**src/rtl/twos_comp_serial.sv**
```systemverilog
// ============================================================================
// Module   : twos_comp_serial
// Purpose  : Bit-serial two's-complement engine. A WIDTH-bit operand is
//            loaded on start and processed LSB first, one bit per clock,
//            using copy-until-first-one. The result is either the negated
//            operand (mode=0) or its absolute value (mode=1), returned with
//            a start/busy/done handshake. Arithmetic is modulo 2^WIDTH.
//
// Parameters:
//   WIDTH    operand/result width in bits (2..64), default 12
//   CNT_W    bit-counter width, derived as $clog2(WIDTH+1)
//
// Ports:
//   t_clk     in   1      system clock, rising edge
//   t_rst     in   1      asynchronous active-high reset
//   start     in   1      begin a conversion (honoured in IDLE only)
//   mode      in   1      0 = negate, 1 = absolute value (sampled with start)
//   x         in   WIDTH  operand (sampled with start)
//   o         out  WIDTH  registered result, held until the next result
//   busy      out  1      high while bits are being processed
//   done      out  1      one-cycle pulse, result valid on o
//   so_bit    out  1      serial result bit of the current SHIFT cycle
//   so_valid  out  1      so_bit is meaningful (SHIFT state)
//   ovf       out  1      only with TWOS_COMP_OVF_DETECT_EN defined: pulses
//                         with done when a negation of the most-negative
//                         operand wrapped back to itself
//
// Build option:
//   TWOS_COMP_OVF_DETECT_EN  define to add the ovf output and its logic
//
// Revision : 1.0  initial release
// ============================================================================
`default_nettype none

module twos_comp_serial #(
  parameter int WIDTH = 12,
  parameter int CNT_W = $clog2(WIDTH + 1)
) (
  input  logic             t_clk,
  input  logic             t_rst,
  input  logic             start,
  input  logic             mode,
  input  logic [WIDTH-1:0] x,
  output logic [WIDTH-1:0] o,
  output logic             busy,
  output logic             done,
  output logic             so_bit,
  output logic             so_valid
`ifdef TWOS_COMP_OVF_DETECT_EN
  ,
  output logic             ovf
`endif
);

  // --------------------------------------------------------------------------
  // Constants
  // --------------------------------------------------------------------------
  // Counter value held while the final bit is being processed; the edge that
  // consumes this bit is the one that completes the conversion.
  localparam logic [CNT_W-1:0] c_last = CNT_W'(WIDTH - 1);

`ifdef TWOS_COMP_OVF_DETECT_EN
  // Most-negative value: 1 followed by WIDTH-1 zeros.
  localparam logic [WIDTH-1:0] c_min = {1'b1, {(WIDTH-1){1'b0}}};
`endif

  // --------------------------------------------------------------------------
  // State encoding
  // --------------------------------------------------------------------------
  typedef enum logic [1:0] {
    ST_IDLE  = 2'd0,
    ST_SHIFT = 2'd1,
    ST_DONE  = 2'd2
  } state_t;

  state_t r_state;
  state_t w_state_nxt;

  // --------------------------------------------------------------------------
  // Datapath registers
  // --------------------------------------------------------------------------
  // r_sr doubles as the operand shifter and the result accumulator: each
  // cycle the operand LSB is consumed from the bottom and the result bit is
  // pushed in at the top, so after WIDTH shifts it holds the full result
  // with bit 0 in position 0.
  logic [WIDTH-1:0] r_sr;
  logic             r_neg_en;    // 1 = complement after the first one
  logic             r_seen_one;  // a 1 has been consumed from the operand
  logic [CNT_W-1:0] r_cnt;       // bits processed so far
  logic [WIDTH-1:0] r_o;

`ifdef TWOS_COMP_OVF_DETECT_EN
  logic             r_ovf;
`endif

  // --------------------------------------------------------------------------
  // Serial bit logic
  // --------------------------------------------------------------------------
  logic             w_bit;       // operand bit under processing
  logic             w_res_bit;   // resulting bit
  logic             w_last;      // final bit of the operand this cycle
  logic [WIDTH-1:0] w_sr_nxt;    // shifter after this cycle

  // Copy-until-first-one: bits up to and including the first 1 pass through
  // unchanged, every later bit is inverted. With neg_en low the operand is
  // passed through as is (absolute value of a non-negative number).
  assign w_bit     = r_sr[0];
  assign w_res_bit = (r_neg_en & r_seen_one) ? ~w_bit : w_bit;
  assign w_last    = (r_cnt == c_last);
  assign w_sr_nxt  = {w_res_bit, r_sr[WIDTH-1:1]};

  // --------------------------------------------------------------------------
  // FSM: state register
  // --------------------------------------------------------------------------
  always_ff @(posedge t_clk or posedge t_rst) begin
    if (t_rst) begin
      r_state <= ST_IDLE;
    end else begin
      r_state <= w_state_nxt;
    end
  end

  // --------------------------------------------------------------------------
  // FSM: next state and state-decoded outputs
  // --------------------------------------------------------------------------
  // busy, done and so_valid follow directly from the registered state, so
  // they are glitch-free and drop to zero the moment reset asserts. so_bit
  // is gated so it never shows a stale value outside SHIFT.
  always_comb begin
    w_state_nxt = r_state;
    busy        = 1'b0;
    done        = 1'b0;
    so_bit      = 1'b0;
    so_valid    = 1'b0;

    case (r_state)
      ST_IDLE: begin
        if (start) begin
          w_state_nxt = ST_SHIFT;
        end
      end

      ST_SHIFT: begin
        busy     = 1'b1;
        so_valid = 1'b1;
        so_bit   = w_res_bit;
        if (w_last) begin
          w_state_nxt = ST_DONE;
        end
      end

      ST_DONE: begin
        done        = 1'b1;
        w_state_nxt = ST_IDLE;
      end

      default: begin
        w_state_nxt = ST_IDLE;
      end
    endcase
  end

  // --------------------------------------------------------------------------
  // Datapath
  // --------------------------------------------------------------------------
  always_ff @(posedge t_clk or posedge t_rst) begin
    if (t_rst) begin
      r_sr       <= '0;
      r_neg_en   <= 1'b0;
      r_seen_one <= 1'b0;
      r_cnt      <= '0;
      r_o        <= '0;
`ifdef TWOS_COMP_OVF_DETECT_EN
      r_ovf      <= 1'b0;
`endif
    end else begin
`ifdef TWOS_COMP_OVF_DETECT_EN
      // Pulse only; re-asserted below on the completing edge when needed.
      r_ovf <= 1'b0;
`endif
      case (r_state)
        ST_IDLE: begin
          if (start) begin
            r_sr       <= x;
            // Negation always complements; absolute value only when the
            // operand is negative.
            r_neg_en   <= ~mode | x[WIDTH-1];
            r_seen_one <= 1'b0;
            r_cnt      <= '0;
          end
        end

        ST_SHIFT: begin
          r_sr       <= w_sr_nxt;
          r_seen_one <= r_seen_one | w_bit;
          r_cnt      <= r_cnt + CNT_W'(1);
          if (w_last) begin
            r_o <= w_sr_nxt;
`ifdef TWOS_COMP_OVF_DETECT_EN
            // With neg_en set the operation is a true negation, which is a
            // bijection; the only operand that maps to c_min is c_min
            // itself, so checking the result identifies the wrap case.
            r_ovf <= r_neg_en & (w_sr_nxt == c_min);
`endif
          end
        end

        default: begin
          // ST_DONE: nothing to update; o keeps the fresh result.
        end
      endcase
    end
  end

  assign o = r_o;

`ifdef TWOS_COMP_OVF_DETECT_EN
  assign ovf = r_ovf;
`endif

endmodule

`default_nettype wire

```
**config.mk**
```make
export PLATFORM = sky130hd
export DESIGN_NAME = twos_comp_serial
export DESIGN_NICKNAME = d
export VERILOG_FILES = /design/src/rtl/twos_comp_serial.sv
export SDC_FILE = /design/constraint.sdc
export NUM_CORES = 1
export LEC_CHECK = 0
export CAP_MARGIN = 20
export CORE_ASPECT_RATIO = 0.5
export CORE_MARGIN = 2
export CORE_UTILIZATION = 30
export DETAILED_ROUTE_END_ITERATION = 16
export SLEW_MARGIN = 5
export SYNTH_ARGS = -nofsm -noshare
export SYNTH_HDL_FRONTEND = slang
export SYNTH_SLANG_ARGS = --single-unit
```
**constraint.sdc**
```tcl
create_clock -name t_clk -period 3.6 [get_ports t_clk]
set_clock_uncertainty 0.2 [all_clocks]
set_input_delay 0.54 -clock t_clk [delete_from_list [all_inputs] [get_ports t_clk]]
set_output_delay 0.54 -clock t_clk [all_outputs]
set_load 0.01 [all_outputs]
```
======== After elaboration in Yosys (flattened, before gate mapping) ========
Cells that the tools add are included.
word-level totals
  flip-flop bits (word level) ............. 32
  bits in latches ......................... 0
  memory bits (writable) .................. 0
  bits in read-only memories .............. 0
  input port bits ......................... 16
  output and inout port bits .............. 16
  logic and storage cells ................. 36
  memories ................................ 0
operators by class
  $add $sub $neg .......................... 1
  multiply operators ...................... 0
  divide/modulo/power cells ............... 0
  order comparisons ....................... 0
  eq/ne operators ......................... 5
  shift operators ......................... 0
  multiplexer cells ....................... 13
  bitwise operators ....................... 5
  reductions and logical operators ........ 6
operators by type and width
  operator               number
  $pmux W12 S2           1
  $mux W12               1
  $pmux W4 S2            1
  $reduce_and A2 Y1      4
  $mux W1                5
  $add A4 B1 Y4 const B  1
  $eq A4 B4 Y1 const B   1
  $mux W2                2
  $mux W4                1
  $ne A2 B2 Y1 const B   2
  $pmux W2 S2            1
  $eq A2 B1 Y1 const B   1
  $eq A2 B2 Y1 const B   1
  $logic_not A2 Y1       1
  $not A1 Y1             2
  $or A1 B1 Y1           2
  $pmux W1 S2            1
  $reduce_bool A2 Y1     1
  $and A1 B1 Y1          1

======== Depth between registers and ports, before layout ========
Gate-level depths: netlist (run 1).
  word-level depth ........................ 3
  depth in mapped cells ................... 6
  gate-level depth less buffers ........... 4

======== Worst setup path before layout (run 1) ========
No wires, ideal clock.
  path kind ............................... register to output
  start ................................... register r_state[1]
  end ..................................... output port so_bit
  arrival ................................. 1.012 ns
  required time ........................... 2.860 ns
  path slack .............................. 1.848 ns
  stages on the path, launching flop included .. 5
  path buffers ............................ 2
  cell sequence ........................... dfrtp_1 nand2b_4 buf_6 buf_2 nor2_1
on the way
  longest elaborated chain between the ends .. 2
RTL lines
  element                 RTL line  text
  start, declared         76        state_t r_state;
  start signal, assigned  119       r_state <= w_state_nxt;
  $eq A2 B1 Y1            136       case (r_state)
  $mux W1                 136
  end, declared           47        output logic so_bit,
No other way between the ends.

======== Worst setup path after layout (run 1) ========
  start ................................... register r_state[0]
  end ..................................... output port busy
on the way
  longest elaborated chain between the ends .. 2
RTL lines
  element        RTL line  text
  $eq A2 B1 Y1   136
  $mux W1        136
  end, declared  45        output logic busy,
No other way between the ends.

==> run summary, run 1 <==
Crit Reg-Reg Endpoint: o[10]$_DFFE_PP0P_
Final Hold Viols: 0
GP Congestion: 0.7474
Drt pass-1 iters: 4
Num ports: 32
RSZ-0062 raised after global routing: false
Synth Area per Inst: 11.63 µm²
Largest net degree at the start of global routing: 33
Placement Cell Area: 1798 µm²
Port Buffers: 31
Post-synthesis sequential area ratio: 54.65%
PD cells: 885.8 nW/µm²
Chip height: 53.42 µm
Hold path startpoint: o[1]$_DFFE_PP0P_
Post-route setup slack: 1.146 ns
Clk_lat worst skew: 0.28 ns
WP data required: 2.86 ns
Measured slew at the worst slew-check pin: 0.8126 ns
Row cnt: 17
Vias in the first global route: 1,068
Routed via count: 1,091
Die Area: 5493 µm²
Warnings, synthesis: 0
Power Total: 1.672 mW
First-pass GRT wire length: 5030 µm
Worst Reg-to-Reg Cells: 3
Status: finished clean
Worst vdd ir: 0.2157 mV
FF+latch count, synth: 32
Async SR Flop Fraction: 100.0%
WL/cell: 13.87 µm
R2R Setup Slk: 1.41 ns
Setup TNS: 0 ns
M1 GR Usage: 15.96%
Area Growth Syn to Fin: 28.86%
Filler cell count: 457
Launch point of the worst reg-to-reg path: r_state[0]$_DFFE_PP0P_
DRC viols: 0
# diodes: 0
DP Worst Slack: 1.236 ns
Max_cap viols: 0
Slew Limit Headroom: 45.65%
Grt total ovfl: 0
Fraction of layout cells with a size suffix above 1: 12.74%
Fmax: 407.5 MHz
Post-CTS setup buffer count: 0
Post-DP HPWL: 2071 µm
CTS tree: yes
CP Data Arrival Time: 1.71 ns
Clock Pin Slew Worst Setup and Hold Paths: 0.06 ns
Finished Layout Cells: 223
Drt first-iter violations: 48
Hold path depth: 1
Die Span X: 102.8 µm
CTS Hold Buffers Added: 0
Clk sinks: 32
Initial antenna violation count: 0
Number of flops mapped to enable cells by yosys: 0
Drt via density: 4.892
Netlist cell types: 31
Tot GR Track Use: 12.79%
Mapped cell area: 1465 µm²
Layer with the highest usage: met2
Worst Hold Path EP: o[1]$_DFFE_PP0P_
Endpoints failing setup: 0
CORE AREA: 4552 µm²
Leakage: 0.7585 nW
Setup crit end kind: output pin
Top FF cell, synth: dfrtp_1
Syn Nets: 143
Startpoint types: register
Hold Crit Class: reg2reg
Placed cell count: 215
Post_cts resized: 0
Met2 usage: 19.83%
CTS Buf Count: 5
Fin nets: 173
Register area: 800.8 µm²
Antenna Nets Post-Route: 0
Setup CP Type: reg2out
Post-layout instance area: 1888 µm²
CTS Buffer Depth: 2
Final WL: 3094 µm
Multi-input logic area: 574.3 µm²
Root buf cell: clkbuf_8
Fin. max-slew vios: 0
Synthesized instance count: 126
Final worst path period share: 68.17%
Tmin final: 2.454 ns
# H-tree levels: 2
GRT met3 Usage: 3.963%
Initial core utilization: 32.19%
Max FO, Critical Path: 16
-- cells in the final DEF (no fill, tap or decap) --
cell type and n:
xor2_1 1, a22o_1 1, ha_1 1, mux2i_1 2, nand3_1 2, nor2_1 5
clkbuf_1 2, a31oi_1 1, o21ai_0 4, and2_1 2, o22ai_1 20, mux2_2 3
a21oi_1 14, o311ai_0 1, nor3_4 1, buf_4 1, and2b_1 1, o21bai_1 1
a311oi_1 1, mux2_4 8, inv_1 6, nor3b_1 1, nand2b_1 1, clkbuf_8 6
dfrtp_1 32, a41oi_1 1, nand2b_4 1, clkdlybuf4s50_1 31, nand2_1 6
-- flip-flops by register name, indices dropped and copies added, names as in the netlist --
signal,count
o,12
r_seen_one,1
r_neg_en,1
r_cnt,4
r_sr,12
r_state,2
-- cell families after synthesis --
group,Yosys count,synth area share [%]
AOI/OAI and AO/OA,44,18.02
xor gates and xnor gates,1,0.5979
adders and majority gates,1,0.8538
buffers and inverters,15,6.148
DFF,32,54.65
muxes,13,11.87
and+or+nand+nor,20,7.857
-- worst max path at each step --
stage                      startpoint                  end  slack [ns]
5_1_grt        r_state[0]$_DFFE_PP0P_               so_bit        1.02
3_5_place_dp                    start  r_sr[2]$_DFFE_PP0P_        1.24
6_report       r_state[0]$_DFFE_PP0P_                 busy        1.15
4_1_cts        r_state[0]$_DFFE_PP0P_               so_bit        1.15
3_3_place_gp                    start  r_sr[5]$_DFFE_PP0P_        1.29
2_1_floorplan  r_state[1]$_DFFE_PP0P_               so_bit        1.85
-- per-layer routing --
metal | part of all wire (%) | wire length [µm]
met4 | 2.3 | 70
met1 | 47 | 1449
met5 | 0 | 0
met3 | 3.4 | 106
met2 | 47 | 1468
-- worst max-delay path: stages, from the launching register on --
cell and delay [ns]:
dfrtp_1 0.54, nand2b_4 0.21, inv_1 0.14, clkdlybuf4s50_1 0.54
-- power breakdown --
part	total (mW)	switching, mW	internal [mW]
logic	0.696	0.301	0.395
clock network	0.284	0.128	0.156
registers	0.693	0.157	0.536
-- layout make-up --
type / instances / area share [%]
Inverter: 6 / 1.193
Clock buffer: 8 / 4.771
Sequential cell: 32 / 42.41
Timing Repair Buffer: 32 / 16.83
Multi-Input combinational cell: 79 / 30.42
Tap cell: 66 / 4.374
-- metrics by stage --
stage	hold WS, ns	util, %
global placement	0.2915	39.50
detailed placement	0.2961	39.50
finish	0.3077	41.48
floorplan	0.2667	-
CTS	0.3170	41.48
global route	0.3351	41.48
-- cell usage after synthesis (all sizes together) (2+ instances only) --
cell	instances	area share [%]
a21oi	14	4.8
and2	2	0.85
buf	7	4.1
clkbuf	2	0.51
dfrtp	32	55
inv	6	1.5
mux2	11	11
mux2i	2	1.4
nand2	6	1.5
nand2b	2	1.4
nand3	2	0.68
nor2	5	1.3
o21ai	4	1.4
o22ai	20	8.5
No activity file was read; power rests on OpenSTA's default activity.
==> run 2: changes to the inputs <==
==> constraint.sdc (replaced) <==
create_clock -name t_clk -period 2.1 [get_ports t_clk]
set_clock_uncertainty 0.2 [all_clocks]
set_input_delay 0.315 -clock t_clk [delete_from_list [all_inputs] [get_ports t_clk]]
set_output_delay 0.315 -clock t_clk [all_outputs]
set_load 0.01 [all_outputs]
==> run 2 against run 1 <==
Die area unchanged. Sequential power increased by 70%. Count of clock-buffer cells in the layout decreased by 1. Global-route usage about the same. First-iteration DRC count decreased by 25%. Non-clock buffer count rose by 6. Sequential share of layout area fell by 1.3 points. Combinational power up 80%. Largest power group unchanged.
==> run summary, run 2 (synthesis results as in run 1) <==
Vias in the first global route: 1,058 (was 1,068)
RSZ-0062 raised after global routing: false (unchanged)
Met3 WL post-DR: 116 µm (was 106 µm)
Commonest cells after routing, fill and taps aside: 31 x dfrtp_1, 30 x clkdlybuf4s50_1, 20 x o22ai_1 (was 32 x dfrtp_1, 31 x clkdlybuf4s50_1, 20 x o22ai_1)
PD cells: 1506 nW/µm² (was 885.8 nW/µm²)
Fin. max-slew vios: 0 (unchanged)
Crit path cell chain: nand2b_4 > inv_1 > clkdlybuf4s50_1 (unchanged)
Chip height: 53.42 µm (unchanged)
Clk_lat worst skew: 0.28 ns (about the same)
Die Span X: 102.8 µm (unchanged)
Placement Cell Area: 1836 µm² (was 1798 µm²)
Endpoints failing setup: 0 (unchanged)
DRC viols: 0 (unchanged)
# diodes: 0 (unchanged)
Power Total: 2.938 mW (was 1.672 mW)
Bufs and invs on worst path: 2 (unchanged)
Num ports: 32 (unchanged)
Final Hold Viols: 0 (unchanged)
Max FO, Critical Path: 8 (was 16)
CTS tree: yes (unchanged)
Post-layout instance area: 1951 µm² (was 1888 µm²)
Largest net degree at the start of global routing: 33 (unchanged)
GP Congestion: 0.7566 (was 0.7474)
Fmax: 487.9 MHz
Initial antenna violation count: 0 (unchanged)
Max incr delay on CP: 0.54 ns (about the same)
First-pass GRT wire length: 5181 µm (was 5030 µm)
Hold Crit Class: in2async (was reg2reg)
CP Data Arrival Time: 1.53 ns (was 1.71 ns)
# H-tree levels: 2 (unchanged)
Routed via count: 1,083 (was 1,091)
CTS Buffer Depth: 2 (unchanged)
Met1 WL: 1484 µm (was 1449 µm)
Fraction of layout cells with a size suffix above 1: 17.90% (was 12.74%)
Root buf cell: clkbuf_8 (unchanged)
Setup CP Type: reg2out (unchanged)
Clk sinks: 32 (unchanged)
Tot GR Track Use: 12.83% (was 12.79%)
Grt total ovfl: 0 (unchanged)
Final WL: 3120 µm (was 3094 µm)
Row cnt: 17 (unchanged)
WP data required: 1.58 ns (was 2.86 ns)
Initial core utilization: 32.19% (unchanged)
Finished Layout Cells: 228 (was 223)
Drt pass-1 iters: 4 (unchanged)
Die Area: 5493 µm² (unchanged)
Slew Limit Headroom: 68.16% (was 45.65%)
Critical path's top delay family: buffers and inverters (unchanged)
Setup TNS: 0 ns (unchanged)
WL/cell: 13.68 µm (was 13.87 µm)
Status: finished clean (unchanged)
Worst vdd ir: 0.4081 mV (was 0.2157 mV)
Fin nets: 179 (was 173)
R2R Setup Slk: 0.21 ns (was 1.41 ns)
Drt first-iter violations: 36 (was 48)
Met2 wire length: 1489 µm (was 1468 µm)
Antenna Nets Post-Route: 0 (unchanged)
Clock Pin Slew Worst Setup and Hold Paths: 0.06 ns (about the same)
Leakage: 0.8053 nW (was 0.7585 nW)
Max_cap viols: 0 (unchanged)
Post-DP HPWL: 2107 µm (was 2071 µm)
Drt via density: 4.750 (was 4.892)
CORE AREA: 4552 µm² (unchanged)
Most common cell after layout, fill and taps aside: dfrtp_1 (unchanged)
Setup crit end kind: output pin (unchanged)
Area Growth Syn to Fin: 33.13% (was 28.86%)
Tmin final: 2.050 ns
Final worst path period share: 97.60%
Measured slew at the worst slew-check pin: 0.4771 ns (was 0.8126 ns)
Slowest cell on the critical path: clkdlybuf4s50_1 (was dfrtp_1)
Placed cell count: 220 (was 215)
Startpoint types: register (unchanged)
CTS Buf Count: 5 (unchanged)
CTS Hold Buffers Added: 0 (unchanged)
Port Buffers: 31 (unchanged)
DR top layer: met4 (unchanged)
Core Util, Final: 42.85% (was 41.48%)
==> run 2: per-layer routing <==
metal,GRT usage (%),up-vias
met4,4.167,0
li1,-,531
met2,19.72,22
met5,0,-
met3,4.227,5
met1,17.14,525
==> run 2: timing repair <==
| action | in CTS | in global routing |
|---|---|---|
| cloned | 0 | 0 |
| setup buffers | 1 | 0 |
| resized for setup | 0 | 3 |
| endpoints found under the setup margin | 3 | 1 |
==> run 2: tightest hold or removal path: cells and delay by family <==
family,cells,cell delay (ns)
buf+inv,3,0.80
==> run 2: path summary, 6_finish.rpt <==
check	cells past startpoint	endpoint	startpoint
max	3	busy	r_state[1]$_DFFE_PP0P_
min	3	o[6]$_DFFE_PP0P_	t_rst
max reg2reg	5	o[7]$_DFFE_PP0P_	r_state[1]$_DFFE_PP0P_
min reg2reg	1	o[10]$_DFFE_PP0P_	o[10]$_DFFE_PP0P_
max in group asynchronous	3	r_sr[0]$_DFFE_PP0P_	t_rst
min in group t_clk	1	o[10]$_DFFE_PP0P_	o[10]$_DFFE_PP0P_
==> run 2: report_power, final <==
part           internal (mW)  switching, mW
Sequential             0.921          0.256
Clock                  0.292          0.215
Combinational          0.712          0.543
Total                   1.92           1.01
==> run 2: through the flow <==
stage	setup WS, ns	hold WS (ns)
floorplan	0.3884	0.2312
detailed placement	0.2373	0.2945
CTS	0.01909	0.2364
finish	0.05048	0.2145
global route	0.004605	0.2751
global placement	0.2511	0.2918
==> run 2: final cells by class <==
type / instances / area [µm²]
flip-flops and latches: 32 / 802.0
inverters: 6 / 22.52
fillers: 442 / 2601
clock buffers: 7 / 96.34
well taps: 66 / 82.58
multi-input cells: 79 / 581.8
repair buffers: 38 / 365.4
==> run 3: changes to the inputs <==
--- a/config.mk
+++ b/config.mk
@@ -10,6 +10,7 @@
 export CORE_MARGIN = 2
 export CORE_UTILIZATION = 30
 export DETAILED_ROUTE_END_ITERATION = 16
+export REMOVE_ABC_BUFFERS = 1
 export SLEW_MARGIN = 5
 export SYNTH_ARGS = -nofsm -noshare
 export SYNTH_HDL_FRONTEND = slang
==> run 3 against run 2 <==
Setup slack better by 0.23 ns. Combinational power about the same. Sequential cell count is the same. Hold slack lost 0.013 ns. Maximum frequency increased by 13%. Register-to-register slack improved by 0.07 ns. Cell area rose by 1.0%. Total power is 0.14% lower. Non-clock buffer count up 2. Wire length shrank 4.4%. Clock power is 3% lower. First-iteration DRC count decreased by 14%. Largest cell class unchanged.
==> run summary, run 3 (synthesis results as in run 1) <==
Post-DP HPWL: 2013 µm (was 2107 µm)
Clk sinks: 32 (unchanged)
Initial antenna violation count: 0 (unchanged)
Setup crit end kind: register (was output pin)
Clk_lat worst skew: 0.29 ns (was 0.28 ns)
P_int: 1.912 mW (was 1.924 mW)
Largest net degree at the start of global routing: 33 (unchanged)
RSZ-0062 raised after global routing: false (unchanged)
Worst hold margin: 0.2016 ns (was 0.2145 ns)
Worst vdd ir: 0.4282 mV (was 0.4081 mV)
R2R Setup Slk: 0.28 ns (was 0.21 ns)
DRC viols: 0 (unchanged)
Filler cell count: 447 (was 442)
Setup CP Type: reg2reg (was reg2out)
Row cnt: 17 (unchanged)
Slowest cell on the critical path: dfrtp_2 (was clkdlybuf4s50_1)
Leakage: 0.8382 nW (was 0.8053 nW)
Slew Limit Headroom: 68.10% (was 68.16%)
Flop pwr share: 39.8% (was 40.0%)
Multi-input logic area: 581.8 µm² (unchanged)
Worst Reg-to-Reg Cells: 5 (unchanged)
Die Area: 5493 µm² (unchanged)
Final worst path period share: 86.65% (was 97.60%)
Launch point of the worst reg-to-reg path: r_state[1]$_DFFE_PP0P_ (unchanged)
Register area: 803.3 µm² (was 802.0 µm²)
P_sw: 1.022 mW (was 1.014 mW)
CTS tree: yes (unchanged)
Tot GR Track Use: 12.49% (was 12.83%)
Crit path launch: r_state[1]$_DFFE_PP0P_ (unchanged)
WP data required: 2.07 ns (was 1.58 ns)
Chip height: 53.42 µm (unchanged)
Hold Crit Class: in2async (unchanged)
Setup TNS: 0 ns (unchanged)
Root buf cell: clkbuf_8 (unchanged)
Grt total ovfl: 0 (unchanged)
GP Congestion: 0.7199 (was 0.7566)
Fin nets: 181 (was 179)
Max incr delay on CP: 0.44 ns (was 0.54 ns)
Post-layout instance area: 1971 µm² (was 1951 µm²)
Area Growth Syn to Fin: 34.50% (was 33.13%)
CP Data Arrival Time: 1.79 ns (was 1.53 ns)
CP dominant cell by count: buf_4
Switch share: 34.82% (was 34.51%)
Drt pass-1 iters: 4 (unchanged)
Drt first-iter violations: 31 (was 36)
Fmax: 549.5 MHz (was 487.9 MHz)
Max_cap viols: 0 (unchanged)
# H-tree levels: 2 (unchanged)
Die Span X: 102.8 µm (unchanged)
Tmin final: 1.820 ns (was 2.050 ns)
Cell depth of the worst setup path: 5 (was 3)
Bufs and invs on worst path: 2 (unchanged)
Antenna Nets Post-Route: 0 (unchanged)
Fraction of layout cells with a size suffix above 1: 20.00% (was 17.90%)
Endpoints failing setup: 0 (unchanged)
Combinational share of power: 43.4% (was 42.7%)
Status: finished clean (unchanged)
Commonest cells after routing, fill and taps aside: 30 x dfrtp_1, 27 x clkdlybuf4s50_1, 20 x o22ai_1 (was 31 x dfrtp_1, 30 x clkdlybuf4s50_1, 20 x o22ai_1)
PD cells: 1489 nW/µm² (was 1506 nW/µm²)
Clock Power Share: 16.8% (was 17.2%)
# diodes: 0 (unchanged)
Initial core utilization: 32.19% (unchanged)
First-pass GRT wire length: 4981 µm (was 5181 µm)
CORE AREA: 4552 µm² (unchanged)
Final WL: 2983 µm (was 3120 µm)
Most common cell after layout, fill and taps aside: dfrtp_1 (unchanged)
Critical Path End: o[9]$_DFFE_PP0P_ (was busy)
Core Util, Final: 43.29% (was 42.85%)
Port Buffers: 31 (unchanged)
Max FO, Critical Path: 8 (unchanged)
Routed via count: 1,096 (was 1,083)
Startpoint types: register (unchanged)
Measured slew at the worst slew-check pin: 0.4780 ns (was 0.4771 ns)
Drt via density: 4.745 (was 4.750)
DP Worst Slack: 0.2281 ns (was 0.2373 ns)
CTS Buf Count: 5 (unchanged)
Clock Pin Slew Worst Setup and Hold Paths: 0.07 ns (was 0.06 ns)
CTS Buffer Depth: 2 (unchanged)
Critical path's top delay family: flip-flops (was buffers and inverters)
WL/cell: 12.91 µm (was 13.68 µm)
Placement Cell Area: 1836 µm² (unchanged)
Crit path cell chain: nand2b_4 > buf_4 > nor3_4 > buf_4 > mux2_2 (was nand2b_4 > inv_1 > clkdlybuf4s50_1)
Post-route setup slack: 0.2803 ns (was 0.05048 ns)
Crit Reg-Reg Endpoint: o[9]$_DFFE_PP0P_ (was o[7]$_DFFE_PP0P_)
Fin. max-slew vios: 0 (unchanged)
Final Hold Viols: 0 (unchanged)
Num ports: 32 (unchanged)
Vias in the first global route: 1,062 (was 1,058)
-- run 3: worst reg2reg max path: stages, from the launching register on --
cell and delay, ns:
dfrtp_2 0.44, nand2b_4 0.18, buf_4 0.16, nor3_4 0.16, buf_4 0.22, mux2_2 0.35
-- run 3: power groups by stage --
stage	sequential [mW]	clock (mW)	combinational, mW
after floorplan	1.18	0	0.679
after global placement	1.17	0	1.22
after detailed placement	1.17	0	1.24
after CTS	1.16	0.511	1.28
after global routing	1.22	0.531	1.40
final	1.17	0.493	1.27
-- run 3: cell type report --
class	instances	share of cell area [%]
clock buffer	6	4.190
clock inverter	2	0.5079
inverter	6	1.143
multi-input combinational	79	29.52
sequential	32	40.76
tap	66	4.190
timing repair buffer	40	19.68
-- run 3: per-stage QoR --
step	instances	total power, mW
finish	231	2.934
global route	231	3.151
CTS	231	2.958
detailed placement	220	2.407
global placement	220	2.386
floorplan	117	1.863
-- run 3: worst min-delay path by stage --
| stage | to | slack [ns] | cells after the start |
|---|---|---|---|
| finish | o[11]$_DFFE_PP0P_ | 0.20 | 3 |
| global route | o[11]$_DFFE_PP0P_ | 0.28 | 3 |
| CTS | r_sr[0]$_DFFE_PP0P_ | 0.21 | 3 |
| detailed placement | o[10]$_DFFE_PP0P_ | 0.30 | 1 |
| global placement | o[9]$_DFFE_PP0P_ | 0.29 | 1 |
| floorplan | o[0]$_DFFE_PP0P_ | 0.23 | 1 |
-- run 3: per-layer routing --
layer / global-route usage (%) / vias up / routed length, µm
met1: 15.93 / 533 / 1461
met2: 18.74 / 23 / 1328
met4: 7.237 / 0 / 53
li1: - / 534 / -
met3: 3.963 / 6 / 141
met5: 0 / - / 0
-- run 3: timing repair --
item                                   4_1_cts  5_1_grt
setup endpoints to repair                    3        4
gates cloned                                 0        0
hold buffers                                 0        0
endpoints found under the hold margin        0        0
resized for setup                            0        7
setup buffers                                3        0
